$ cat src/rtl/bcd_a_binario.sv
// Sequential packed-BCD to unsigned binary converter, one digit per clock, MSD first.
// Start/done handshake: iniciar starts a conversion, terminado pulses once with the result.
module bcd_a_binario #(
    parameter int NUM_DIGITOS = 5,
    parameter int ANCHO_BIN   = 16
) (
    input  logic                     clk,
    input  logic                     rst_n,
    input  logic                     iniciar,
    input  logic [4*NUM_DIGITOS-1:0] bcd_entrada,
    output logic [ANCHO_BIN-1:0]     binario,
    output logic                     terminado,
    output logic                     ocupado,
    output logic                     desborde,
    output logic                     invalido
);

    localparam int ACC_W = 4 * NUM_DIGITOS;
    localparam int CNT_W = $clog2(NUM_DIGITOS + 1);
    localparam logic [CNT_W-1:0] ULTIMO = CNT_W'(NUM_DIGITOS - 1);

    typedef enum logic [1:0] {REPOSO, CONVERTIR, FIN} estado_t;

    estado_t              estado_q, estado_d;
    logic [ACC_W-1:0]     acc_q, acc_d;
    logic [ACC_W-1:0]     desp_q, desp_d;
    logic [CNT_W-1:0]     cnt_q, cnt_d;
    logic                 inval_q, inval_d;
    logic [ANCHO_BIN-1:0] binario_q, binario_d;
    logic                 terminado_q, terminado_d;
    logic                 desborde_q, desborde_d;
    logic                 invalido_q, invalido_d;

    logic [NUM_DIGITOS-1:0] nibble_inval;
    logic                   excede;
    logic [ANCHO_BIN-1:0]   acc_trunc;
    logic [3:0]             digito;

    generate
        for (genvar gi = 0; gi < NUM_DIGITOS; gi++) begin : g_nibble
            assign nibble_inval[gi] = (bcd_entrada[4*gi +: 4] > 4'd9);
        end
        // 10^N < 16^N, so the accumulator never wraps; only the bits above ANCHO_BIN matter.
        if (ACC_W > ANCHO_BIN) begin : g_excede
            assign excede    = |acc_q[ACC_W-1:ANCHO_BIN];
            assign acc_trunc = acc_q[ANCHO_BIN-1:0];
        end else begin : g_sin_excede
            assign excede    = 1'b0;
            assign acc_trunc = ANCHO_BIN'(acc_q);
        end
    endgenerate

    assign digito = desp_q[ACC_W-1 -: 4];

    always_comb begin
        estado_d    = estado_q;
        acc_d       = acc_q;
        desp_d      = desp_q;
        cnt_d       = cnt_q;
        inval_d     = inval_q;
        binario_d   = binario_q;
        terminado_d = 1'b0;
        desborde_d  = desborde_q;
        invalido_d  = invalido_q;
        case (estado_q)
            REPOSO: begin
                if (iniciar) begin
                    desp_d   = bcd_entrada;
                    acc_d    = '0;
                    cnt_d    = '0;
                    inval_d  = |nibble_inval;
                    estado_d = CONVERTIR;
                end
            end
            CONVERTIR: begin
                acc_d  = (acc_q << 3) + (acc_q << 1) + ACC_W'(digito);
                desp_d = desp_q << 4;
                cnt_d  = cnt_q + 1'b1;
                if (cnt_q == ULTIMO) begin
                    estado_d = FIN;
                end
            end
            FIN: begin
                terminado_d = 1'b1;
                estado_d    = REPOSO;
                if (inval_q) begin
                    binario_d  = '0;
                    invalido_d = 1'b1;
                    desborde_d = 1'b0;
                end else if (excede) begin
                    binario_d  = '1;
                    invalido_d = 1'b0;
                    desborde_d = 1'b1;
                end else begin
                    binario_d  = acc_trunc;
                    invalido_d = 1'b0;
                    desborde_d = 1'b0;
                end
            end
            default: estado_d = REPOSO;
        endcase
    end

    always_ff @(posedge clk or negedge rst_n) begin
        if (!rst_n) begin
            estado_q    <= REPOSO;
            acc_q       <= '0;
            desp_q      <= '0;
            cnt_q       <= '0;
            inval_q     <= 1'b0;
            binario_q   <= '0;
            terminado_q <= 1'b0;
            desborde_q  <= 1'b0;
            invalido_q  <= 1'b0;
        end else begin
            estado_q    <= estado_d;
            acc_q       <= acc_d;
            desp_q      <= desp_d;
            cnt_q       <= cnt_d;
            inval_q     <= inval_d;
            binario_q   <= binario_d;
            terminado_q <= terminado_d;
            desborde_q  <= desborde_d;
            invalido_q  <= invalido_d;
        end
    end

    assign binario   = binario_q;
    assign terminado = terminado_q;
    assign ocupado   = (estado_q != REPOSO);
    assign desborde  = desborde_q;
    assign invalido  = invalido_q;

endmodule

$ cat config.mk
export PLATFORM = sky130hd
export DESIGN_NAME = bcd_a_binario
export DESIGN_NICKNAME = d
export VERILOG_FILES = /design/src/rtl/bcd_a_binario.sv
export SDC_FILE = /design/constraint.sdc
export NUM_CORES = 1
export LEC_CHECK = 0
export BUFFER_PORTS_ARGS = -buffer_cell sky130_fd_sc_hd__buf_2
export CORE_ASPECT_RATIO = 1.1
export CORE_MARGIN = 4
export CORE_UTILIZATION = 46
export CTS_CLUSTER_SIZE = 40
export DETAILED_ROUTE_END_ITERATION = 8
export PLACE_DENSITY = 0.65
export SLEW_MARGIN = 40
export SYNTH_ARGS = -nofsm -noshare
export SYNTH_HDL_FRONTEND = slang
export SYNTH_SLANG_ARGS = --single-unit
$ cat constraint.sdc
create_clock -name clk -period 3 [get_ports clk]
set_input_delay 0.6 -clock clk [delete_from_list [all_inputs] [get_ports clk]]
set_output_delay 0.6 -clock clk [all_outputs]
set_load 0.005 [all_outputs]
---- Word-level counts from Yosys, hierarchy flattened ----
Index checks and enable logic that the tools add are counted.
operators by class
  $add $sub $neg .......................... 3
  order comparisons ....................... 5
  eq/ne operators ......................... 5
  multiplexer cells ....................... 15
  reductions and logical operators ........ 8
operators with widths
  cell                   number
  $pmux W20 S2           2
  $mux W20               2
  $mux W16               2
  $add A20 B20 Y20       1
  $add A20 B4 Y20        1
  $gt A4 B4 Y1 const B   5
  $pmux W3 S2            1
  $reduce_and A2 Y1      3
  $reduce_or A5 Y1       1
  $mux W1                4
  $mux W2                2
  $ne A2 B2 Y1 const B   2
  $pmux W2 S2            1
  $reduce_bool A2 Y1     2
  $reduce_or A4 Y1       1
  $add A3 B1 Y3 const B  1
  $eq A3 B3 Y1 const B   1
  $mux W3                1
  $eq A2 B1 Y1 const B   1
  $eq A2 B2 Y1 const B   1
  $logic_not A2 Y1       1
word-level totals
  bits in registers ....................... 65
  output and inout bits ................... 20
  word-level logic and storage cells ...... 45

---- Depth between registers and ports, before layout ----
Gate-level depths: netlist of run 1.
  depth after elaboration ................. 3
  gate-level depth with buffers ........... 10
  gate-level depth less buffers ........... 10

---- Least setup slack after synthesis of run 1 ----
No wires, ideal clock.
  kind .................................... register -> register
  from .................................... register acc_q[0]
  to ...................................... register acc_q[16]
  setup time .............................. 0.138 ns
  arrival time ............................ 2.574 ns
  data required time ...................... 2.862 ns
  slack ................................... 0.288 ns
  cell stages (with the launch flop) ...... 11
  path buffers ............................ 0
  clock period less this slack ............ 2.712 ns
  path through ............................ dfrtp_1 inv_1 fa_1 inv_1 fa_1 a21o_1 a221oi_2 o21bai_2 a311oi_1 xor2_1 o22ai_1
on the way
  cells in the longest elaborated chain, start to end .. 3
ends and longest elaborated chain
  element                 line  text
  from (decl)             25    logic [ACC_W-1:0] acc_q, acc_d;
  from (signal assigned)  107   acc_q <= '0;
  from (signal assigned)  117   acc_q <= acc_d;
  $add A20 B20 Y20        76    acc_d = (acc_q << 3) + (acc_q << 1) + ACC_W'(digito);
  $add A20 B4 Y20         76
  $pmux W20 S2            65    case (estado_q)
Every way passes these cells.
A chain may end at the register's enable or synchronous reset.

---- Worst setup path after layout of run 1 ----
  from .................................... register acc_q[0]
  to ...................................... register acc_q[10]
Same word-level chain as after synthesis.

==> results of run 1 <==
## logic make-up after synthesis
| kind of cell | Yosys count | synth area share, % |
|---|---|---|
| AND/OR/NAND/NOR | 123 | 14.8 |
| AO/OA/AOI/OAI | 104 | 18.2 |
| flip-flops | 65 | 42.4 |
| buffers and inverters | 44 | 4.37 |
| adder cells (fa/ha/maj) | 38 | 12.8 |
| multiplexers | 18 | 4.73 |
| XOR/XNOR | 12 | 2.74 |
## path summary, 6_finish.rpt
path / from / end / slack (ns) / depth (start not counted)
worst max register to register: acc_q[0]$_DFFE_PN0P_ / acc_q[10]$_DFFE_PN0P_ / 0.17 / 10
worst max-delay path: acc_q[0]$_DFFE_PN0P_ / acc_q[10]$_DFFE_PN0P_ / 0.17 / 10
worst min-delay path: rst_n / binario[3]$_DFFE_PN0P_ / 0.29 / 1
max in group asynchronous: rst_n / desp_q[1]$_DFFE_PN0P_ / 2.07 / 2
min in group clk: desborde$_DFFE_PN0P_ / desborde$_DFFE_PN0P_ / 0.47 / 2
worst min register to register: desborde$_DFFE_PN0P_ / desborde$_DFFE_PN0P_ / 0.47 / 2
## cell usage after synthesis (all sizes together) (3+ instances only)
library cell	n
nand2	71
dfrtp	65
ha	36
o21ai	35
inv	23
clkbuf	18
mux2i	17
o311ai	16
nor2	15
a21oi	14
a21o	9
xor2	8
nand3	7
o22ai	7
o31ai	7
and3	6
nand4	5
xnor2	4
buf	3
nand3b	3
o311a	3
## critical path, cell delays in order, from the launching register on
cell and delay (ns):
dfrtp_1 0.36, inv_1 0.08, fa_1 0.54, inv_1 0.07, fa_1 0.45, a21o_1 0.25, a221o_1 0.35, a21o_1 0.19
a21oi_1 0.18, xor2_1 0.15, o21ai_0 0.08
## power by group through the flow
stage,sequential [mW],combinational [mW],clock (mW)
floorplan,1.44,2.35,0
global placement,1.50,2.97,0
detailed placement,1.51,3.03,0
CTS,1.50,3.04,0.632
global route,1.54,3.51,0.663
finish,1.50,3.07,0.615
## flip-flops by register name (all words and copies together) (netlist names)
name / flops
desp_q: 20
estado_q: 2
acc_q: 20
invalido: 1
terminado: 1
cnt_q: 3
desborde: 1
binario: 16
inval_q: 1
## cell type report
type,instances,area [µm²]
Sequential cell,65,1630
Multi-Input combinational cell,295,2070
Tap cell,108,135
Clock buffer,10,128
Clock inverter,4,22.5
Inverter,23,86.3
Fill cell,767,3660
Timing Repair Buffer,48,268
## per-layer routing
layer,wire (µm),up-vias,global-route usage (%)
met1,3870,1400,24.6
met2,3750,71,27.2
met5,0,-,0
met4,185,0,7.11
li1,-,1529,-
met3,399,16,3.19
## timing repair
action | 4_1_cts | 5_1_grt
endpoints found under the setup margin | 0 | 1
gates resized for setup | 0 | 2
buffers inserted | 0 | 0
hold buffers | 0 | 0
## stage by stage
stage | worst slack [ns] | hold slack [ns] | instances | power, mW
after detailed placement | 0.109 | 0.461 | 539 | 4.54
after CTS | 0.0889 | 0.309 | 553 | 5.17
after global routing | 0.0197 | 0.352 | 553 | 5.72
after floorplan | 0.288 | 0.304 | 404 | 3.79
final | 0.169 | 0.295 | 553 | 5.18
after global placement | 0.142 | 0.455 | 539 | 4.47
## placed cells by master, fill, tap and decap left out, types with 13 or more instances in the layout
| master | count |
|---|---|
| o311ai_0 | 16 |
| nand2_1 | 71 |
| nor2_1 | 14 |
| ha_1 | 36 |
| dfrtp_1 | 65 |
| buf_2 | 42 |
| o21ai_0 | 35 |
| mux2i_1 | 17 |
| inv_1 | 23 |
| a21oi_1 | 13 |
==> out/metrics.cfg, run 1 <==
[sta]
layout_min_cycle_time_ns=2.83
fin_crit_sh_pct=94.4
setup_viol=0
finalMaxSlewViolations=0
setup-tns-final_ns=0
finalHoldViolCount=0
skew_ns=0.0113
worst_pin_slew_ns=0.724
fmax_mhz=353
grt_setup_unrepaired=false
relSlewSlack_pct=51.6

[placed_design]
portBuffers=42
place_area_um2=4170
gp_congestion=0.883
place_hpwl_um=5960

[global_route]
grt_pass1_vias=2961
grt_first_pass_wirelength_um=14200
grt_max_degree=58
grt_overflow=0
grt_use_total_pct=17.7
antenna_found_initial=0

[pwr]
power_switching_mw=2.35
p_int_mw=2.82
swShare_pct=45.5
seq_power_share_pct=28.9
power.density_nw_per_um2=1190
ir_drop_v=0.000539
pwr-share-comb_pct=59.2
clkPwrFrac_pct=11.9
p_leak_nw=2.16

[logic_synthesis]
syn_nets=465
yosys-top-cells-area=dfrtp_1 (42%), ha_1 (12%), nand2_1 (6.9%), o21ai_0 (4.6%), mux2i_1 (4.4%)
yosys_register_bits=65
ys_seq_area_share_pct=42.4
synth_cell_types=46
synth_top_flop_cell=dfrtp_1
synth_top_area_share_pct=42.4
yosys_warnings=0
avgSynthCellArea_um2=9.50
synth_edf_count=0
ys_async_sr_fraction_pct=100
synthCells=404
synth_top_area_cell=dfrtp_1
synthesis.area_um2=3840

[die]
core_area_um2=8000
initial_core_util_pct=48.0
pin_count=43
die_w_um=95.1
fp-row-count=34
die_h_um=104
die_area_um2=9870

[status]
status=complete, no violations

[clocking]
cts_max_level=3
root_buffer=clkbuf_8
clockBufferDepth=2
cts_made_buffers=9
tritoncts=yes
clk_pin_slew_ns=0.07
clock-sinks=65
clk_latency_ns=0.34

[detailed_routing]
drt_iter0_drc=173
wire_per_inst_um=14.8
ant_nets=0
vias=3016
drt_wl_total_um=8210
drc=0
firstDrtPassIters=4
vias_per_cell=5.45

[layout]
drive_gt1_share_pct=16.4
fin_area_um2=4340
antenna_cells=0
fin_nets=503
syn_to_final_growth_pct=13.0
final_util_pct=54.2

[setup_path]
required_ns=3.20
cp.arrival_ns=3.03
crit_path_start_kind=register
critPathCaptureType=register
cp_max_fo=3
crit_type=register to register

[worst_hold_path]
holdCritPathClass=input port to async pin

[run]
drv_cap=0

No activity file was read; power rests on OpenSTA's default activity.
==> inputs of run 2 (changes only) <==
--- a/config.mk
+++ b/config.mk
@@ -11,7 +11,7 @@
 export CORE_UTILIZATION = 46
 export CTS_CLUSTER_SIZE = 40
 export DETAILED_ROUTE_END_ITERATION = 8
-export PLACE_DENSITY = 0.65
+export PLACE_DENSITY = 0.68
 export SLEW_MARGIN = 40
 export SYNTH_ARGS = -nofsm -noshare
 export SYNTH_HDL_FRONTEND = slang
==> constraint.sdc (replaced) <==
create_clock -name clk -period 2.45 [get_ports clk]
set_input_delay 0.49 -clock clk [delete_from_list [all_inputs] [get_ports clk]]
set_output_delay 0.49 -clock clk [all_outputs]
set_load 0.005 [all_outputs]
==> run 2 against run 1 <==
  * The flow now finishes with violations (setup timing)
  * Via count increased by 4.9%
  * Maximum frequency increased by 7.9%
  * Utilization increased by 3.8 points
  * Hold slack got worse by 0.16 ns
  * Wire length increased by 5.6%
  * Clock-buffer cell count increased by 1
  * Design area increased by 7.0%
  * Sequential cell count unchanged
  * Sequential share of layout area decreased by 2.4 points
  * Clock power increased by 42%
==> out/metrics.cfg, run 2 (synthesis results as in run 1) <==
[status]
status=complete, but fails checks
violations=setup timing

[global_route]
antenna_found_initial=0  ; unchanged
grt_max_degree=66  ; +14%
grt_pass1_vias=3097  ; +4.6%
grt_use_total_pct=18.5  ; +0.73 points
grt_first_pass_wirelength_um=14600  ; +3.5%
grt_overflow=0  ; unchanged

[setup_path]
slowest_delay_ns=0.52  ; -0.02 ns
crit_type=register to register
critPathCaptureType=register
cp_max_fo=3  ; unchanged
cp.arrival_ns=2.86  ; -0.17 ns
crit_slowest_cell=fa_1
path_cells=inv_2 -> fa_1 -> inv_2 -> fa_2 -> a21o_1 -> a221o_1 -> a21o_1 -> a21oi_2 -> xor2_1 -> o21ai_1
required_ns=2.68  ; -0.52 ns
crit_path_start_kind=register

[layout]
syn_to_final_growth_pct=20.9
layout_common_cells=nand2_1 (71), dfrtp_1 (65), buf_2 (42)
final_common_cell=nand2_1
fin_nets=525  ; +4.4%
antenna_cells=0  ; unchanged
drive_gt1_share_pct=24.7  ; +8.3 points
final_util_pct=58.0  ; +3.8 points

[die]
die_w_um=95.1  ; unchanged
fp-row-count=34  ; unchanged
initial_core_util_pct=48.0  ; unchanged
pin_count=43  ; unchanged
die_h_um=104  ; unchanged
core_area_um2=8000  ; unchanged
die_area_um2=9870  ; unchanged

[pwr]
ir_drop_v=0.000678  ; +26%
power_mw=7.10  ; +37%
power.density_nw_per_um2=1530  ; +28%
p_leak_nw=2.29  ; +6.3%

[placed_design]
place_hpwl_um=6050  ; +1.6%
portBuffers=42  ; unchanged
gp_congestion=0.825  ; -6.6%

[detailed_routing]
firstDrtPassIters=5  ; +1
vias_per_cell=5.48  ; +0.54%
drc=0  ; unchanged
ant_nets=0  ; unchanged
wire_per_inst_um=15.0  ; +1.2%
vias=3164  ; +4.9%
drt_wl_total_um=8670  ; +5.6%
drt_iter0_drc=187  ; +8.1%

[sta]
finalMaxSlewViolations=0  ; unchanged
setup-tns-final_ns=-0.657  ; -0.657 ns
layout_min_cycle_time_ns=2.62  ; -0.208 ns
worst_pin_slew_ns=0.666  ; -0.0583 ns
finalHoldViolCount=0  ; unchanged
relSlewSlack_pct=55.5  ; +3.9 points
skew_ns=0.0104  ; -0.000963 ns
fin_crit_sh_pct=107  ; +13 points
grt_setup_unrepaired=true
holdWs_ns=0.139  ; -0.156 ns
layout_setup_ws_ns=-0.173  ; -0.342 ns
setup_viol=7  ; +7
fmax_mhz=381  ; +7.9%

[clocking]
clockBufferDepth=2  ; unchanged
root_buffer=clkbuf_8
clk_pin_slew_ns=0.08  ; about the same
tritoncts=yes
cts_made_buffers=9  ; unchanged
clk_latency_ns=0.35  ; about the same
postCtsHoldBufs=0  ; unchanged
cts_max_level=3  ; unchanged
clock-sinks=65  ; unchanged

[run]
drv_cap=0  ; unchanged

[worst_hold_path]
holdCritPathClass=input port to async pin

run 2: cell count changes in the layout (fill, tap and decap cells not counted), sizes merged:
cell / delta
inv: +2
clkbuf: +1
clkinvlp: +1
buf: +22
clkinv: -2
run 2: layout make-up:
class | instances | area (µm²)
sequential | 65 | 1630
clock inverter | 5 | 37.5
multi-input combinational | 295 | 2160
tap | 108 | 135
clock buffer | 11 | 151
timing repair buffer | 70 | 445
inverter | 23 | 86.3
fill | 750 | 3360
run 2: per-layer routing:
layer	part of all wire [%]	wire length (µm)	track usage [%]
met3	2.8	243	2.54
met2	49	4270	29.7
met1	46	3970	24.8
met4	2.1	182	7.53
met5	0	0	0
run 2: repair_timing:
action,in CTS,in global routing
resized for setup,7,9
setup endpoints to repair,7,12
pin swaps,11,10
cloned,0,0
buffers inserted,4,4
run 2: path summary, 6_finish.rpt:
check / depth (start not counted) / to / slack, ns / start
max: 10 / acc_q[10]$_DFFE_PN0P_ / -0.17 / acc_q[2]$_DFFE_PN0P_
min: 2 / desp_q[8]$_DFFE_PN0P_ / 0.14 / rst_n
max reg2reg: 10 / acc_q[10]$_DFFE_PN0P_ / -0.17 / acc_q[2]$_DFFE_PN0P_
min reg2reg: 2 / desborde$_DFFE_PN0P_ / 0.47 / desborde$_DFFE_PN0P_
max in group asynchronous: 2 / acc_q[11]$_DFFE_PN0P_ / 2.02 / rst_n
min in group clk: 3 / desp_q[0]$_DFFE_PN0P_ / 0.35 / bcd_entrada[0]
run 2: power by group:
group	internal [mW]	switching (mW)
Clock	0.428	0.446
Sequential	1.52	0.310
Combinational	2.01	2.39
Total	3.96	3.14
run 2: critical path: cells and delay by family (launching register included):
family | cells | cell delay [ns]
compound gates | 5 | 1.02
fa+ha+maj | 2 | 0.86
flops | 1 | 0.37
xor+xnor | 1 | 0.17
buf+inv | 2 | 0.10
run 2: metrics by stage:
step | cell area, µm² | worst slack, ns | std cells
floorplan | 3860 | -0.0487 | 404
global placement | 4310 | -0.108 | 554
detailed placement | 4310 | -0.189 | 554
CTS | 4560 | -0.143 | 574
global route | 4640 | -0.333 | 577
finish | 4640 | -0.173 | 577
==> inputs of run 3 (changes only) <==
--- a/config.mk
+++ b/config.mk
@@ -12,6 +12,7 @@
 export CTS_CLUSTER_SIZE = 40
 export DETAILED_ROUTE_END_ITERATION = 8
 export PLACE_DENSITY = 0.68
+export RECOVER_POWER = 25
 export SLEW_MARGIN = 40
 export SYNTH_ARGS = -nofsm -noshare
 export SYNTH_HDL_FRONTEND = slang
==> run 3 against run 2 <==
  * Total power down 0.10%
  * Critical endpoint unchanged
  * Sequential power hardly changed
  * Design area decreased by 0.32%
  * Clock skew about the same
  * Combinational power barely moved
  * Highest routed layer unchanged
  * The run ends with capacitance limit, slew limit, setup timing left
  * Register-to-register slack about the same
  * First-iteration DRC count down 30%
  * Utilization is 0.19 points lower
  * Die area did not move
  * Non-clock buffer count unchanged
==> out/metrics.cfg, run 3 (synthesis results as in run 1) <==
[worst_hold_path]
holdCritPathClass=input port to register

[global_route]
grt_first_pass_wirelength_um=14600  ; unchanged
grt_use_total_pct=18.5  ; unchanged
grt_max_degree=66  ; unchanged
antenna_found_initial=0  ; unchanged
grt_overflow=0  ; unchanged
grt_pass1_vias=3097  ; unchanged

[sta]
relSlewSlack_pct=-5.96  ; -61 points
grt_setup_unrepaired=true
worst_pin_slew_ns=1.59  ; +0.924 ns
skew_ns=0.0101  ; -0.000298 ns
setup_viol=7  ; unchanged
layout_min_cycle_time_ns=2.62  ; -0.00256 ns
finalMaxSlewViolations=66  ; +66
fin_crit_sh_pct=107  ; about the same
setup-tns-final_ns=-0.649  ; +0.00786 ns
layout_setup_ws_ns=-0.170  ; +0.00257 ns
fmax_mhz=382  ; about the same
finalHoldViolCount=0  ; unchanged

[setup_path]
crit_path_start_kind=register
crit_buf_inv=2  ; unchanged
crit_type=register to register
crit_slowest_cell=fa_1
cp_max_fo=3  ; unchanged
slowest_delay_ns=0.52  ; about the same
required_ns=2.68  ; about the same
critPathCaptureType=register
cp.arrival_ns=2.85  ; about the same
critPathTopFamily=compound AO/OA/AOI/OAI gates
path_cells=inv_2 -> fa_1 -> inv_2 -> fa_2 -> a21o_1 -> a221o_1 -> a21o_1 -> a21oi_2 -> xor2_1 -> o21ai_1

[die]
initial_core_util_pct=48.0  ; unchanged
die_area_um2=9870  ; unchanged
pin_count=43  ; unchanged
core_area_um2=8000  ; unchanged
fp-row-count=34  ; unchanged
die_w_um=95.1  ; unchanged
die_h_um=104  ; unchanged

[layout]
syn_to_final_growth_pct=20.5
layout_common_cells=nand2_1 (71), dfrtp_1 (65), buf_2 (42)
fin_area_um2=4620  ; -0.32%
final_common_cell=nand2_1
drive_gt1_share_pct=24.7  ; unchanged
final_util_pct=57.8  ; -0.19 points
antenna_cells=0  ; unchanged
fin_nets=525  ; unchanged
stdcell_count=577  ; unchanged

[placed_design]
portBuffers=42  ; unchanged
place_ws_ns=-0.189  ; unchanged
place_hpwl_um=6050  ; unchanged
gp_congestion=0.825  ; unchanged
dp_cells=554  ; unchanged
place_area_um2=4310  ; unchanged

[detailed_routing]
drt_wl_total_um=8660  ; -0.13%
wire_per_inst_um=15.0  ; -0.13%
vias=3175  ; +0.35%
firstDrtPassIters=5  ; unchanged
vias_per_cell=5.50  ; +0.35%
ant_nets=0  ; unchanged
drc=0  ; unchanged
drt_iter0_drc=131  ; -30%

[pwr]
p_leak_nw=2.29  ; -0.23%
power.density_nw_per_um2=1530  ; +0.22%
ir_drop_v=0.000678  ; about the same

[clocking]
postCtsHoldBufs=0  ; unchanged
cts_max_level=3  ; unchanged
root_buffer=clkbuf_8
clk_latency_ns=0.35  ; about the same
tritoncts=yes
clk_pin_slew_ns=0.08  ; about the same
clockBufferDepth=2  ; unchanged
clock-sinks=65  ; unchanged
cts_made_buffers=9  ; unchanged

[status]
violations=capacitance limit, slew limit, setup timing
status=complete, but fails checks

[run]
drv_cap=1  ; +1

-- run 3: changes by cell type in the layout (fill, tap and decap cells not counted), sizes merged --
| cell | delta |
|---|---|
| clkbuf | +1 |
| buf | -1 |
-- run 3: per-stage QoR --
step                power (mW)  hold WS, ns
finish                    7.09        0.347
global placement          5.71        0.453
detailed placement        5.85        0.458
CTS                       6.88        0.154
global route              7.72        0.354
floorplan                 4.71        0.194
-- run 3: final cells by class --
cell class	instances	area (µm²)
Clock buffer	11	151
Inverter	23	86.3
Tap cell	108	135
Timing Repair Buffer	70	430
Clock inverter	5	37.5
Multi-Input combinational cell	295	2160
Fill cell	752	3370
Sequential cell	65	1630
-- run 3: repair_timing --
item                       4_1_cts  5_1_grt
setup endpoints to repair        7       12
pin swaps                       11       10
setup buffers                    4        4
gates resized for setup          7        9
-- run 3: report_power, final --
part	total [mW]	switching (mW)	internal, mW
Clock	0.873	0.446	0.428
Sequential	1.83	0.310	1.52
Combinational	4.39	2.38	2.01
-- run 3: final timing paths --
check	slack, ns	cells after the start	endpoint	from
max in group asynchronous	0.87	2	acc_q[11]$_DFFE_PN0P_	rst_n
worst max-delay path	-0.17	10	acc_q[10]$_DFFE_PN0P_	acc_q[2]$_DFFE_PN0P_
worst max register to register	-0.17	10	acc_q[10]$_DFFE_PN0P_	acc_q[2]$_DFFE_PN0P_
worst min-delay path	0.35	3	desp_q[0]$_DFFE_PN0P_	bcd_entrada[0]
min in group asynchronous	0.62	2	desp_q[8]$_DFFE_PN0P_	rst_n
worst min register to register	0.47	2	desborde$_DFFE_PN0P_	desborde$_DFFE_PN0P_
-- run 3: per-layer routing --
| metal | vias to the layer above | GRT usage [%] | share of wire (%) |
|---|---|---|---|
| li1 | 1576 | - | - |
| met4 | 0 | 7.53 | 1.9 |
| met3 | 13 | 2.54 | 2.9 |
| met5 | - | 0 | 0 |
| met1 | 1525 | 24.8 | 46 |
| met2 | 61 | 29.7 | 49 |
-- run 3: worst register-to-register path, stage by stage (launching register included) --
cell and delay, ns:
dfrtp_1 0.37, inv_2 0.05, fa_1 0.52, inv_2 0.05, fa_2 0.34, a21o_1 0.20
a221o_1 0.39, a21o_1 0.19, a21oi_2 0.16, xor2_1 0.17, o21ai_1 0.08
